==> config.mk <==
export PLATFORM = sky130hd
export DESIGN_NAME = hazard_ctrl
export DESIGN_NICKNAME = d
export VERILOG_FILES = /design/src/rtl/hazard_ctrl_pkg.sv /design/src/rtl/hazard_ctrl_match.sv /design/src/rtl/hazard_ctrl.sv
export SDC_FILE = /design/constraint.sdc
export NUM_CORES = 1
export LEC_CHECK = 0
export BUFFER_PORTS_ARGS = -buffer_cell sky130_fd_sc_hd__buf_2
export CORE_UTILIZATION = 50
export DETAILED_ROUTE_END_ITERATION = 12
export GPL_TIMING_DRIVEN = 0
export PLACE_DENSITY = 0.76
export SETUP_SLACK_MARGIN = 0.5
export SLEW_MARGIN = 15
export SYNTH_ARGS = -nofsm -noshare
export SYNTH_HDL_FRONTEND = slang
export SYNTH_SLANG_ARGS = --single-unit
export TNS_END_PERCENT = 50
==> constraint.sdc <==
create_clock -name clk -period 2.3 [get_ports clk]
set_input_delay 0.46 -clock clk [delete_from_list [all_inputs] [get_ports clk]]
set_output_delay 0.46 -clock clk [all_outputs]
set_load 0.005 [all_outputs]
==> src/rtl/hazard_ctrl_pkg.sv <==
// Shared types and constants for the pipeline hazard/stall controller.
package hazard_ctrl_pkg;

  typedef enum logic [1:0] {
    RUN     = 2'd0,
    MEMWAIT = 2'd1,
    HALT    = 2'd2
  } state_t;

  // Register 0 is hard-wired zero and never creates a dependency.
  localparam logic [3:0] R0 = 4'd0;

  localparam int unsigned STALL_W = 16;

endpackage

==> src/rtl/hazard_ctrl_match.sv <==
// Compares one pipeline destination register against the two ID-stage sources.
module hazard_ctrl_match
  import hazard_ctrl_pkg::*;
(
  input  logic [3:0] dest,
  input  logic [3:0] src1,
  input  logic       src1_used,
  input  logic [3:0] src2,
  input  logic       src2_used,
  output logic       hit
);

  always_comb begin
    hit = (dest != R0) &&
          ((src1_used && (src1 == dest)) || (src2_used && (src2 == dest)));
  end

endmodule

==> src/rtl/hazard_ctrl.sv <==
// Pipeline hazard/stall controller: load-use bubbles, branch flush, memory stall, halt drain.
// Build option FULL_RAW_STALL_EN: no forwarding, every RAW against EX or MEM bubbles.
module hazard_ctrl
  import hazard_ctrl_pkg::*;
#(
  parameter int unsigned MEM_LAT = 2,
  parameter int unsigned DRAIN   = 3
)
(
  input  logic               clk,
  input  logic               rst,
  input  logic [3:0]         id_src1,
  input  logic               id_src1_used,
  input  logic [3:0]         id_src2,
  input  logic               id_src2_used,
  input  logic               id_branch_tkn,
  input  logic               id_hlt,
  input  logic [3:0]         ex_regaddr,
  input  logic               ex_regwrite,
  input  logic               ex_memtoreg,
  input  logic [3:0]         mem_regaddr,
  input  logic               mem_regwrite,
  input  logic               mem_access,
  output logic               pc_en,
  output logic               ifid_en,
  output logic               ifid_flush,
  output logic               idex_en,
  output logic               idex_noop,
  output logic               exmem_en,
  output logic               memwb_en,
  output logic               halted,
  output logic [STALL_W-1:0] stall_cycles
);

  localparam int unsigned CNT_W = (MEM_LAT > 1) ? $clog2(MEM_LAT) : 1;
  localparam int unsigned DRN_W = $clog2(DRAIN) + 1;
  localparam bit          MEM_STALL_EN = (MEM_LAT > 1);
  localparam logic [CNT_W-1:0] CNT_LOAD = CNT_W'((MEM_LAT > 1) ? MEM_LAT - 2 : 0);
  localparam logic [DRN_W-1:0] DRN_LOAD = DRN_W'((DRAIN > 0) ? DRAIN - 1 : 0);

  state_t             state, state_nxt;
  logic [CNT_W-1:0]   cnt, cnt_nxt;
  logic [DRN_W-1:0]   drain, drain_nxt;
  logic               mem_mask, mem_mask_nxt;
  logic               halted_q, halted_nxt;
  logic               stall_inc;
  logic               ex_hit;
  logic               ldu;

  hazard_ctrl_match u_ex_match (
    .dest      (ex_regaddr),
    .src1      (id_src1),
    .src1_used (id_src1_used),
    .src2      (id_src2),
    .src2_used (id_src2_used),
    .hit       (ex_hit)
  );

`ifdef FULL_RAW_STALL_EN
  logic mem_hit;
  logic unused_ex_memtoreg;

  hazard_ctrl_match u_mem_match (
    .dest      (mem_regaddr),
    .src1      (id_src1),
    .src1_used (id_src1_used),
    .src2      (id_src2),
    .src2_used (id_src2_used),
    .hit       (mem_hit)
  );

  // Without forwarding the instruction keeps bubbling until its producer retires past MEM.
  assign ldu = (ex_hit && ex_regwrite) || (mem_hit && mem_regwrite);
  assign unused_ex_memtoreg = ex_memtoreg;
`else
  logic unused_mem_fields;

  assign ldu = ex_hit && ex_regwrite && ex_memtoreg;
  assign unused_mem_fields = ^{mem_regaddr, mem_regwrite};
`endif

  assign halted = halted_q;

  always_ff @(posedge clk) begin
    if (!rst) begin
      state        <= RUN;
      cnt          <= '0;
      drain        <= '0;
      mem_mask     <= 1'b0;
      halted_q     <= 1'b0;
      stall_cycles <= '0;
    end else begin
      state    <= state_nxt;
      cnt      <= cnt_nxt;
      drain    <= drain_nxt;
      mem_mask <= mem_mask_nxt;
      halted_q <= halted_nxt;
      if (stall_inc && (stall_cycles != '1)) begin
        stall_cycles <= stall_cycles + 16'd1;
      end
    end
  end

  always_comb begin
    state_nxt    = state;
    cnt_nxt      = cnt;
    drain_nxt    = drain;
    mem_mask_nxt = 1'b0;
    halted_nxt   = halted_q;
    pc_en        = 1'b1;
    ifid_en      = 1'b1;
    ifid_flush   = 1'b0;
    idex_en      = 1'b1;
    idex_noop    = 1'b0;
    exmem_en     = 1'b1;
    memwb_en     = 1'b1;

    unique case (state)
      RUN: begin
        // mem_mask covers the cycle the just-finished access is still presented.
        if (MEM_STALL_EN && mem_access && !mem_mask) begin
          pc_en     = 1'b0;
          ifid_en   = 1'b0;
          idex_en   = 1'b0;
          exmem_en  = 1'b0;
          memwb_en  = 1'b0;
          cnt_nxt   = CNT_LOAD;
          state_nxt = MEMWAIT;
        end else if (ldu) begin
          pc_en     = 1'b0;
          ifid_en   = 1'b0;
          idex_noop = 1'b1;
        end else if (id_branch_tkn) begin
          ifid_flush = 1'b1;
        end else if (id_hlt) begin
          pc_en      = 1'b0;
          ifid_flush = 1'b1;
          drain_nxt  = DRN_LOAD;
          state_nxt  = HALT;
        end
      end
      MEMWAIT: begin
        pc_en    = 1'b0;
        ifid_en  = 1'b0;
        idex_en  = 1'b0;
        exmem_en = 1'b0;
        memwb_en = 1'b0;
        if (cnt == '0) begin
          state_nxt    = RUN;
          mem_mask_nxt = 1'b1;
        end else begin
          cnt_nxt = cnt - 1'b1;
        end
      end
      HALT: begin
        pc_en     = 1'b0;
        ifid_en   = 1'b0;
        idex_noop = 1'b1;
        if (drain == '0) begin
          halted_nxt = 1'b1;
        end else begin
          drain_nxt = drain - 1'b1;
        end
      end
      default: state_nxt = RUN;
    endcase

    stall_inc = !pc_en && ((state == RUN) || (state == MEMWAIT));
  end

endmodule

==> flow_summary_export.csv, run 1 <==
group,metric,value,unit
yosys,yosysSeqAreaShare,31.2,%
yosys,syn_inst,187,
clock_network,cts_buffers,3,
setup_path,required,1.84,ns
pwr,finalPower,1.06,mW
yosys,synth_top_cell_area_share,31.2,%
routing,drt_iter0_markers,58,
routing,num_vias,1707,
placement,port_buffers,43,
setup_path,r2r_end,"stall_cycles[5]$_SDFFE_PN0P_",
clock_network,clk_pin_slew_worst_paths,0.14,ns
yosys,synth_most_common_cell,"dfxtp_1",
die,die_height,56.4,um
clock_network,ctsLongestPathBuffers,2,
die,ioPinCount,50,
setup_path,r2r-start,"state[0]$_SDFFE_PN0P_",
die,dieArea,3180,um2
clock_network,cts_tree,"built",
routing,ant_nets,0,
yosys,synth_enable_flop_cells,0,
setup_path,crit_path_end,"pc_en",
hold_path,hold_class,"flip-flop to flip-flop",
grt,track_usage,25.0,%
sta,period_share,98.6,%
routing,routed_wl,4.49,mm
grt,first_global_vias,1443,
sta,finalSetupViolCount,0,
final_layout,fin_cells,282,
yosys,synthTopCellsByCount,"dfxtp_1, nand2_1, a21oi_1, o21ai_0, nor3_1",
sta,period_needed,2.27,ns
setup_path,crit_fanout,2,
setup_path,worstSetupStartpoint,"state[0]$_SDFFE_PN0P_",
final_layout,drive_above_1_share,44.2,%
clock_network,numClockSinks,23,
yosys,yosys_warnings,0,
clock_network,h-tree-depth,1,
setup_path,r2r_slack,0.33,ns
clock_network,clk_latency,0.31,ns
sta,fin_worst_skew,0.00390,ns
sta,rsz0062_at_grt,"yes",
die,start_util,53.1,%
setup_path,critPathKind,"flip-flop to output port",
sta,tns,0,ns
final_layout,area_delta_synth_final,44.0,%
grt,grt_pass1_wl,6.40,mm
sta,slew-limit-headroom,61.2,%
run,cap_violations,0,
clock_network,root_buffer,"clkbuf_4",
placement,place.gp.congestion,0.815,
setup_path,start_kind,"flip-flop",
setup_path,cp-end-kind,"output port",
die,die_x,56.4,um
yosys,avgSynthCellArea,7.90,um2
yosys,yosys.area.top_type,"dfxtp_1",
yosys,synth_nets,219,
grt,grt_max_degree,13,
clock_network,postCtsHoldBufs,0,
grt,grt_antenna_before_repair,0,
yosys,synth_area_leaders,"dfxtp_1, mux2i_1, ha_1",
pwr,irDropWorstVdd,0.405,mV
yosys,synthFlopType,"dfxtp_1",
routing,vias_per_cell,6.05,
sta,slew_viol_final,0,
sta,hold_ws,0.499,ns
sta,worstMarginPinSlew,0.583,ns
die,core,2780,um2
setup_path,worstPathArrival,1.81,ns
sta,hold_viol,0,
routing,drcViolationCount,0,
yosys,postSynth.asyncResetShare,0,%
routing,wl_per_cell,15.9,um
final_layout,final_nets,284,
yosys,syn-cell-area,1480,um2
placement,placedCellCount,261,
routing,first_pass_iters,4,
final_layout,insertedDiodeCount,0,
setup_path,r2r_cells,11,
outcome,outcome,"complete, no violations",
die,std_cell_rows,19,
yosys,yosys_register_bits,23,
grt,grt-ovfl-total,0,
pwr,p_per_area,498,nW/um2
sta,max_freq,441,MHz
yosys,synth_cell_types,40,
placement,dp_hpwl,2.77,mm
pwr,p_leak,0.880,nW
## metal layers
metal  vias to the layer above  GRT usage (%)  part of all wire, %
met5                         -              0                    0
met4                         0           8.71                  2.1
met3                        12           4.15                  7.7
met2                        84           42.2                   51
met1                       800           32.1                   40
li1                        811              -                    -
## worst max-delay path: stages, from the launching register on
cell and delay [ns]:
dfxtp_2 0.37, inv_2 0.06, ha_4 0.16, buf_8 0.11, and2_4 0.13, and4_4 0.14
buf_6 0.12, clkbuf_16 0.13, o21bai_1 0.14, buf_2 0.12
## what timing repair did
action,CTS,global route
buffers inserted,11,6
gates resized for setup,24,42
endpoints found under the setup margin,24,26
pin swaps,3,11
## placed cells by master (no fill, tap or decap), drive strengths merged, types with 2 or more instances in the layout
cell	n
nand4	8
o21ai	12
and2	3
ha	6
nand2	18
buf	66
a21oi	13
and4	3
clkbuf	9
o31ai	3
inv	7
nand3	7
or3	9
or4	4
mux2i	8
xor2	6
nor2b	2
nor2	7
nand2b	8
o211ai	2
xnor2	2
nor3	11
dfxtp	23
and3	2
## kinds of logic (layout without fill, tap and decap cells)
group           after synthesis  in the layout  synth area share, %
simple gates                 86             86                 32.4
compound gates               38             38                 15.5
flops                        23             23                 31.2
buf+inv                      18             82                 5.67
xor+xnor                      8              8                 4.74
mux                           8              8                 5.42
fa+ha+maj                     6              6                 5.08
## cell type report
type	count	area [um2]
buffer	11	106
clock buffer	4	26.3
fill	189	653
inverter	7	26.3
multi-input combinational	146	1060
sequential	23	483
tap	31	38.8
timing repair buffer	60	392
## metrics by stage
| step | setup WS (ns) | instance area, um2 | util, % |
|---|---|---|---|
| 2_1_floorplan | 0.379 | 1500 | - |
| 3_3_place_gp | 0.0441 | 1760 | 63.1 |
| 3_5_place_dp | 0.0318 | 1760 | 63.1 |
| 4_1_cts | 0.0514 | 1960 | 70.5 |
| 5_1_grt | -0.00765 | 2130 | 76.5 |
| 6_report | 0.0322 | 2130 | 76.5 |
## state kept, by name, summed over array words and instances, names as in the netlist
| signal | flops |
|---|---|
| halted | 1 |
| stall_cycles | 16 |
| drain | 3 |
| mem_mask | 1 |
| state | 2 |
## power breakdown
group | switching (mW) | total (mW) | internal, mW | leakage [nW]
combinational | 0.195 | 0.429 | 0.234 | 0.672
sequential | 0.0168 | 0.430 | 0.414 | 0.193
clock | 0.134 | 0.201 | 0.0677 | 0.0150
total | 0.345 | 1.06 | 0.715 | 0.880
## how the worst min path moves through the flow
stage                                  start                       endpoint  cells after the start
6_report        stall_cycles[4]$_SDFFE_PN0P_   stall_cycles[4]$_SDFFE_PN0P_                      2
3_3_place_gp             halted$_SDFFE_PN0P_            halted$_SDFFE_PN0P_                      2
5_1_grt         stall_cycles[4]$_SDFFE_PN0P_   stall_cycles[4]$_SDFFE_PN0P_                      2
4_1_cts        stall_cycles[11]$_SDFFE_PN0P_  stall_cycles[11]$_SDFFE_PN0P_                      2
2_1_floorplan            halted$_SDFFE_PN0P_            halted$_SDFFE_PN0P_                      2
3_5_place_dp             halted$_SDFFE_PN0P_            halted$_SDFFE_PN0P_                      2
(Power assumes the default switching activity.)
==> run 2, diff against run 1 <==
--- a/config.mk
+++ b/config.mk
@@ -10,6 +10,7 @@
 export DETAILED_ROUTE_END_ITERATION = 12
 export GPL_TIMING_DRIVEN = 0
 export PLACE_DENSITY = 0.76
+export RECOVER_POWER = 25
 export SETUP_SLACK_MARGIN = 0.5
 export SLEW_MARGIN = 15
 export SYNTH_ARGS = -nofsm -noshare
==> flow_summary_export.csv, run 2 (same netlist as run 1, synthesis figures left out) <==
group,metric,value,unit
sta,hold_ws,0.510,ns
die,die_x,56.4,um
outcome,outcome,"complete, no violations",
die,ioPinCount,50,
placement,place.gp.congestion,0.815,
clock_network,clk_pin_slew_worst_paths,0.15,ns
grt,track_usage,25.0,%
sta,fin_worst_skew,0.0114,ns
sta,worstMarginPinSlew,0.591,ns
routing,wl_per_cell,15.9,um
placement,pre_cts_ws,0.0318,ns
sta,worst_slack,0.0111,ns
routing,drt_iter0_markers,43,
placement,dp_hpwl,2.77,mm
clock_network,h-tree-depth,1,
clock_network,cts_tree,"built",
sta,hold_viol,0,
final_layout,post-route-util,76.0,%
final_layout,drive_above_1_share,41.4,%
grt,grt_max_degree,13,
grt,grt_pass1_wl,6.40,mm
clock_network,clk_latency,0.32,ns
routing,ant_nets,0,
final_layout,area_delta_synth_final,43.1,%
sta,period_needed,2.29,ns
setup_path,required,1.84,ns
final_layout,top_register,"stall_cycles",
routing,drcViolationCount,0,
sta,finalSetupViolCount,0,
setup_path,cp-end-kind,"output port",
pwr,p_leak,0.871,nW
clock_network,root_buffer,"clkbuf_4",
final_layout,largest_reg_flops,16,
final_layout,final_common_cell,"buf_2",
sta,period_share,99.5,%
die,start_util,53.1,%
run,cap_violations,0,
pwr,irDropWorstVdd,0.404,mV
grt,grt-ovfl-total,0,
sta,rsz0062_at_grt,"yes",
grt,first_global_vias,1443,
setup_path,worstPathArrival,1.83,ns
routing,routed_wl,4.48,mm
grt,grt_antenna_before_repair,0,
hold_path,hold_class,"flip-flop to flip-flop",
die,core,2780,um2
final_layout,insertedDiodeCount,0,
die,dieArea,3180,um2
setup_path,start_kind,"flip-flop",
sta,slew-limit-headroom,60.6,%
setup_path,crit_fanout,2,
pwr,p_per_area,504,nW/um2
setup_path,critPathMaxStageDelay,0.38,ns
routing,first_pass_iters,4,
final_layout,final_nets,284,
placement,port_buffers,43,
clock_network,postCtsHoldBufs,0,
die,std_cell_rows,19,
routing,vias_per_cell,6.03,
routing,num_vias,1700,
sta,max_freq,437,MHz
final_layout,biggestRegsByFlops,"stall_cycles (16), drain (3), state (2)",
final_layout,mostFrequentLayoutCells,"buf_2, dfxtp_1, nand2_1, buf_4",
clock_network,cts_buffers,3,
setup_path,cp_cell_sequence,"inv_2 -> ha_4 -> buf_8 -> and2_4 -> and4_4 -> buf_6 -> clkbuf_16 -> o21bai_1 -> buf_2",
pwr,finalPower,1.07,mW
clock_network,ctsLongestPathBuffers,2,
setup_path,critPathKind,"flip-flop to output port",
setup_path,crit_path_top_delay_cell,"dfxtp_2",
clock_network,numClockSinks,23,
die,die_height,56.4,um
sta,slew_viol_final,0,
sta,tns,0,ns
## run 2: cell count changes in the layout (fill, tap and decap cells not counted)
cell      delta
and2_1       -1
dfxtp_1      +6
buf_2        -1
dfxtp_2      -4
clkbuf_1     +1
and2_0       +1
dfxtp_4      -2
## run 2: worst paths after layout
path                                                    start                       endpoint  slack (ns)  depth (start not counted)
worst min-delay path            stall_cycles[15]$_SDFFE_PN0P_  stall_cycles[15]$_SDFFE_PN0P_        0.51                          2
worst max register to register   stall_cycles[7]$_SDFFE_PN0P_   stall_cycles[6]$_SDFFE_PN0P_        0.29                          7
worst max-delay path                    state[0]$_SDFFE_PN0P_                          pc_en        0.01                          9
worst min register to register  stall_cycles[15]$_SDFFE_PN0P_  stall_cycles[15]$_SDFFE_PN0P_        0.51                          2
## run 2: what timing repair did
action | in CTS | in global routing
pin swaps | 3 | 11
setup endpoints to repair | 24 | 26
setup buffers | 11 | 6
resized for setup | 24 | 42
## run 2: worst max-delay path, delay by kind of cell, from the launching register on
| kind | cells | cell delay, ns |
|---|---|---|
| adder cells (fa/ha/maj) | 1 | 0.16 |
| flip-flops | 1 | 0.38 |
| AND/OR/NAND/NOR | 2 | 0.27 |
| buffers and inverters | 5 | 0.54 |
| AO/OA/AOI/OAI | 1 | 0.14 |
## run 2: metrics by stage
step | cells | area (um2)
after floorplan | 187 | 1500
after global placement | 261 | 1760
after detailed placement | 261 | 1760
after CTS | 276 | 1960
after global routing | 282 | 2110
final | 282 | 2110
## run 2: routing by layer
layer / global-route usage (%) / share of wire (%)
met1: 32.1 / 41
met5: 0 / 0
met3: 4.15 / 6.1
met4: 8.71 / 2.1
met2: 42.2 / 50
## run 2: where the power goes
group | internal (mW) | switching, mW | leakage [nW]
Sequential | 0.416 | 0.0172 | 0.189
Combinational | 0.234 | 0.195 | 0.667
Clock | 0.0678 | 0.136 | 0.0150
Total | 0.717 | 0.349 | 0.871
## run 2: layout make-up
| cell class | instances | area (um2) |
|---|---|---|
| multi-input combinational | 146 | 1060 |
| fill | 194 | 667 |
| sequential | 23 | 470 |
| timing repair buffer | 60 | 390 |
| buffer | 11 | 106 |
| tap | 31 | 38.8 |
| clock buffer | 4 | 26.3 |
| inverter | 7 | 26.3 |
==> run 3, diff against run 2 <==
--- a/config.mk
+++ b/config.mk
@@ -6,14 +6,14 @@
 export NUM_CORES = 1
 export LEC_CHECK = 0
 export BUFFER_PORTS_ARGS = -buffer_cell sky130_fd_sc_hd__buf_2
-export CORE_UTILIZATION = 50
+export CORE_UTILIZATION = 49
 export DETAILED_ROUTE_END_ITERATION = 12
 export GPL_TIMING_DRIVEN = 0
 export PLACE_DENSITY = 0.76
 export RECOVER_POWER = 25
 export SETUP_SLACK_MARGIN = 0.5
-export SLEW_MARGIN = 15
 export SYNTH_ARGS = -nofsm -noshare
 export SYNTH_HDL_FRONTEND = slang
+export SYNTH_HIERARCHICAL = 1
 export SYNTH_SLANG_ARGS = --single-unit
 export TNS_END_PERCENT = 50
==> flow_summary_export.csv, run 3 <==
group,metric,value,unit
outcome,outcome,"complete, no violations",
run,cap_violations,0,
yosys,avgSynthCellArea,8.64,um2
sta,period_share,89.4,%
pwr,p_per_area,477,nW/um2
clock_network,ctsLongestPathBuffers,2,
routing,ant_nets,0,
die,start_util,51.5,%
setup_path,worstSetupStartpoint,"ex_regaddr[2]",
die,die_height,55.6,um
grt,grt_pass1_wl,5.84,mm
yosys,yosys.area.top_type,"dfxtp_1",
setup_path,cp-end-kind,"output port",
hold_path,hp-start,"rst",
sta,slew-limit-headroom,67.4,%
pwr,irDropWorstVdd,0.423,mV
setup_path,start_kind,"input port",
grt,grt_max_degree,14,
setup_path,required,1.84,ns
pwr,finalPower,0.941,mW
grt,first_global_vias,1343,
final_layout,top_register,"stall_cycles",
placement,placedCellCount,238,
setup_path,r2r-start,"state[1]$_SDFFE_PN0P_",
placement,pre_cts_ws,-0.0693,ns
final_layout,final_common_cell,"buf_2",
yosys,synth_cell_types,47,
clock_network,clk_latency,0.31,ns
final_layout,mostFrequentLayoutCells,"buf_2, dfxtp_1, nor2_1",
yosys,yosys_warnings,6,
sta,slew_viol_final,0,
sta,worst_slack,0.244,ns
final_layout,insertedDiodeCount,0,
clock_network,h-tree-depth,1,
yosys,yosysSeqAreaShare,32.7,%
clock_network,root_buffer,"clkbuf_4",
sta,period_needed,2.06,ns
routing,wl_met3,124,um
final_layout,fin_cells,253,
yosys,synth_top_cell_area_share,32.7,%
yosys,synthFlopType,"dfxtp_1",
routing,dr_wl_met2,1.88,mm
clock_network,clk_pin_slew_worst_paths,0.13,ns
routing,wl_met1,1.45,mm
setup_path,critPathKind,"input port to output port",
setup_path,worstPathArrival,1.60,ns
grt,track_usage,23.2,%
routing,vias_per_cell,5.60,
die,ioPinCount,50,
sta,rsz0062_at_grt,"yes",
setup_path,critPathMaxStageDelay,0.41,ns
placement,port_buffers,44,
yosys,syn-cell-area,1410,um2
sta,fin_worst_skew,0.00327,ns
die,std_cell_rows,19,
pwr,p_leak,0.820,nW
routing,num_vias,1418,
sta,max_freq,486,MHz
routing,highest_layer,"met4",
final_layout,post-route-util,72.2,%
clock_network,cts_buffers,3,
placement,dp_hpwl,2.38,mm
final_layout,final_nets,255,
routing,drcViolationCount,0,
grt,grt-ovfl-total,0,
hold_path,hold_class,"input port to flip-flop",
yosys,synthTopCellsByCount,"dfxtp_1, nor2_1, xnor2_1, nand2_1, nand4_1",
sta,hold_viol,0,
setup_path,cp_cell_sequence,"buf_8 -> or3_4 -> a21oi_4 -> o22ai_2 -> nand3_4 -> nand3_2 -> o21ai_1 -> buf_2",
yosys,syn_inst,163,
routing,routed_wl,3.48,mm
setup_path,crit_path_top_delay_cell,"or3_4",
clock_network,cts_tree,"built",
die,dieArea,3090,um2
clock_network,numClockSinks,23,
routing,drt_iter0_markers,55,
final_layout,area_delta_synth_final,40.2,%
yosys,postSynth.asyncResetShare,0,%
yosys,synth_nets,195,
yosys,synth_enable_flop_cells,0,
placement,place.gp.congestion,0.815,
setup_path,crit_fanout,6,
sta,worstMarginPinSlew,0.490,ns
final_layout,biggestRegsByFlops,"stall_cycles (16), drain (3), state (2)",
routing,wl_per_cell,13.7,um
yosys,synth_area_leaders,"dfxtp_1, xnor2_1, nor2_1",
die,core,2730,um2
grt,grt_antenna_before_repair,0,
sta,finalSetupViolCount,0,
die,die_x,55.6,um
yosys,yosys_register_bits,23,
final_layout,largest_reg_flops,16,
yosys,synth_most_common_cell,"dfxtp_1",
final_layout,drive_above_1_share,41.9,%
routing,first_pass_iters,4,
run 3: changes by cell type after synthesis, moves of 8 or more:
| cell | before | now |
|---|---|---|
| nor2_1 | 7 | 21 |
| xnor2_1 | 2 | 12 |
| a21oi_1 | 13 | 5 |
| nand2_1 | 18 | 10 |
| nor3_1 | 10 | 2 |
run 3: path summary, 6_finish.rpt:
path / to / slack, ns / cells after the start
max: pc_en / 0.24 / 8
min reg2reg: drain[2]$_SDFFE_PN0P_ / 0.50 / 2
max reg2reg: stall_cycles[4]$_SDFFE_PN0P_ / 0.35 / 10
min: stall_cycles[3]$_SDFFE_PN0P_ / 0.44 / 3
run 3: layout make-up:
cell class                      count  area [um2]
Buffer                              6        50.0
Fill cell                         206         761
Tap cell                           31        38.8
Multi-Input combinational cell    125        1040
Clock buffer                        3        22.5
Clock inverter                      1        5.00
Timing Repair Buffer               55         324
Sequential cell                    23         463
Inverter                            9        33.8
run 3: metrics by stage:
stage | cell area [um2] | setup TNS (ns) | hold slack [ns]
after floorplan | 1450 | 0 | 0.453
after global placement | 1710 | 0 | 0.447
after detailed placement | 1710 | -0.0973 | 0.455
after CTS | 1910 | 0 | 0.416
after global routing | 1970 | 0 | 0.446
final | 1970 | 0 | 0.436
run 3: where the power goes:
| part | switching, mW | leakage, nW | total (mW) | internal (mW) |
|---|---|---|---|---|
| Sequential | 0.0173 | 0.187 | 0.434 | 0.416 |
| Combinational | 0.153 | 0.616 | 0.321 | 0.168 |
| Clock | 0.122 | 0.0177 | 0.187 | 0.0650 |
run 3: logic make-up after synthesis:
| family | Yosys count | synth area share, % |
|---|---|---|
| multiplexers | 2 | 1.42 |
| XOR/XNOR | 16 | 9.96 |
| AND/OR/NAND/NOR | 74 | 29.8 |
| buffers and inverters | 15 | 4.62 |
| flip-flops | 23 | 32.7 |
| AO/OA/AOI/OAI | 27 | 16.2 |
| adder cells (fa/ha/maj) | 6 | 5.33 |
run 3: worst max-delay path, delay by kind of cell:
kind	cells	cell delay, ns
AO/OA/AOI/OAI	3	0.32
buffers and inverters	2	0.22
AND/OR/NAND/NOR	3	0.59
run 3: what timing repair did:
item,4_1_cts,5_1_grt
setup buffers,9,2
cloned,0,0
hold endpoints to repair,0,0
endpoints found under the setup margin,18,28
hold buffers,0,0
pin swaps,14,9
resized for setup,26,10
run 3: layer usage:
layer / vias to the layer above / GRT usage (%)
li1: 704 / -
met1: 674 / 26.8
met2: 36 / 44.9
met3: 4 / 2.79
met4: 0 / 5.36
met5: - / 0
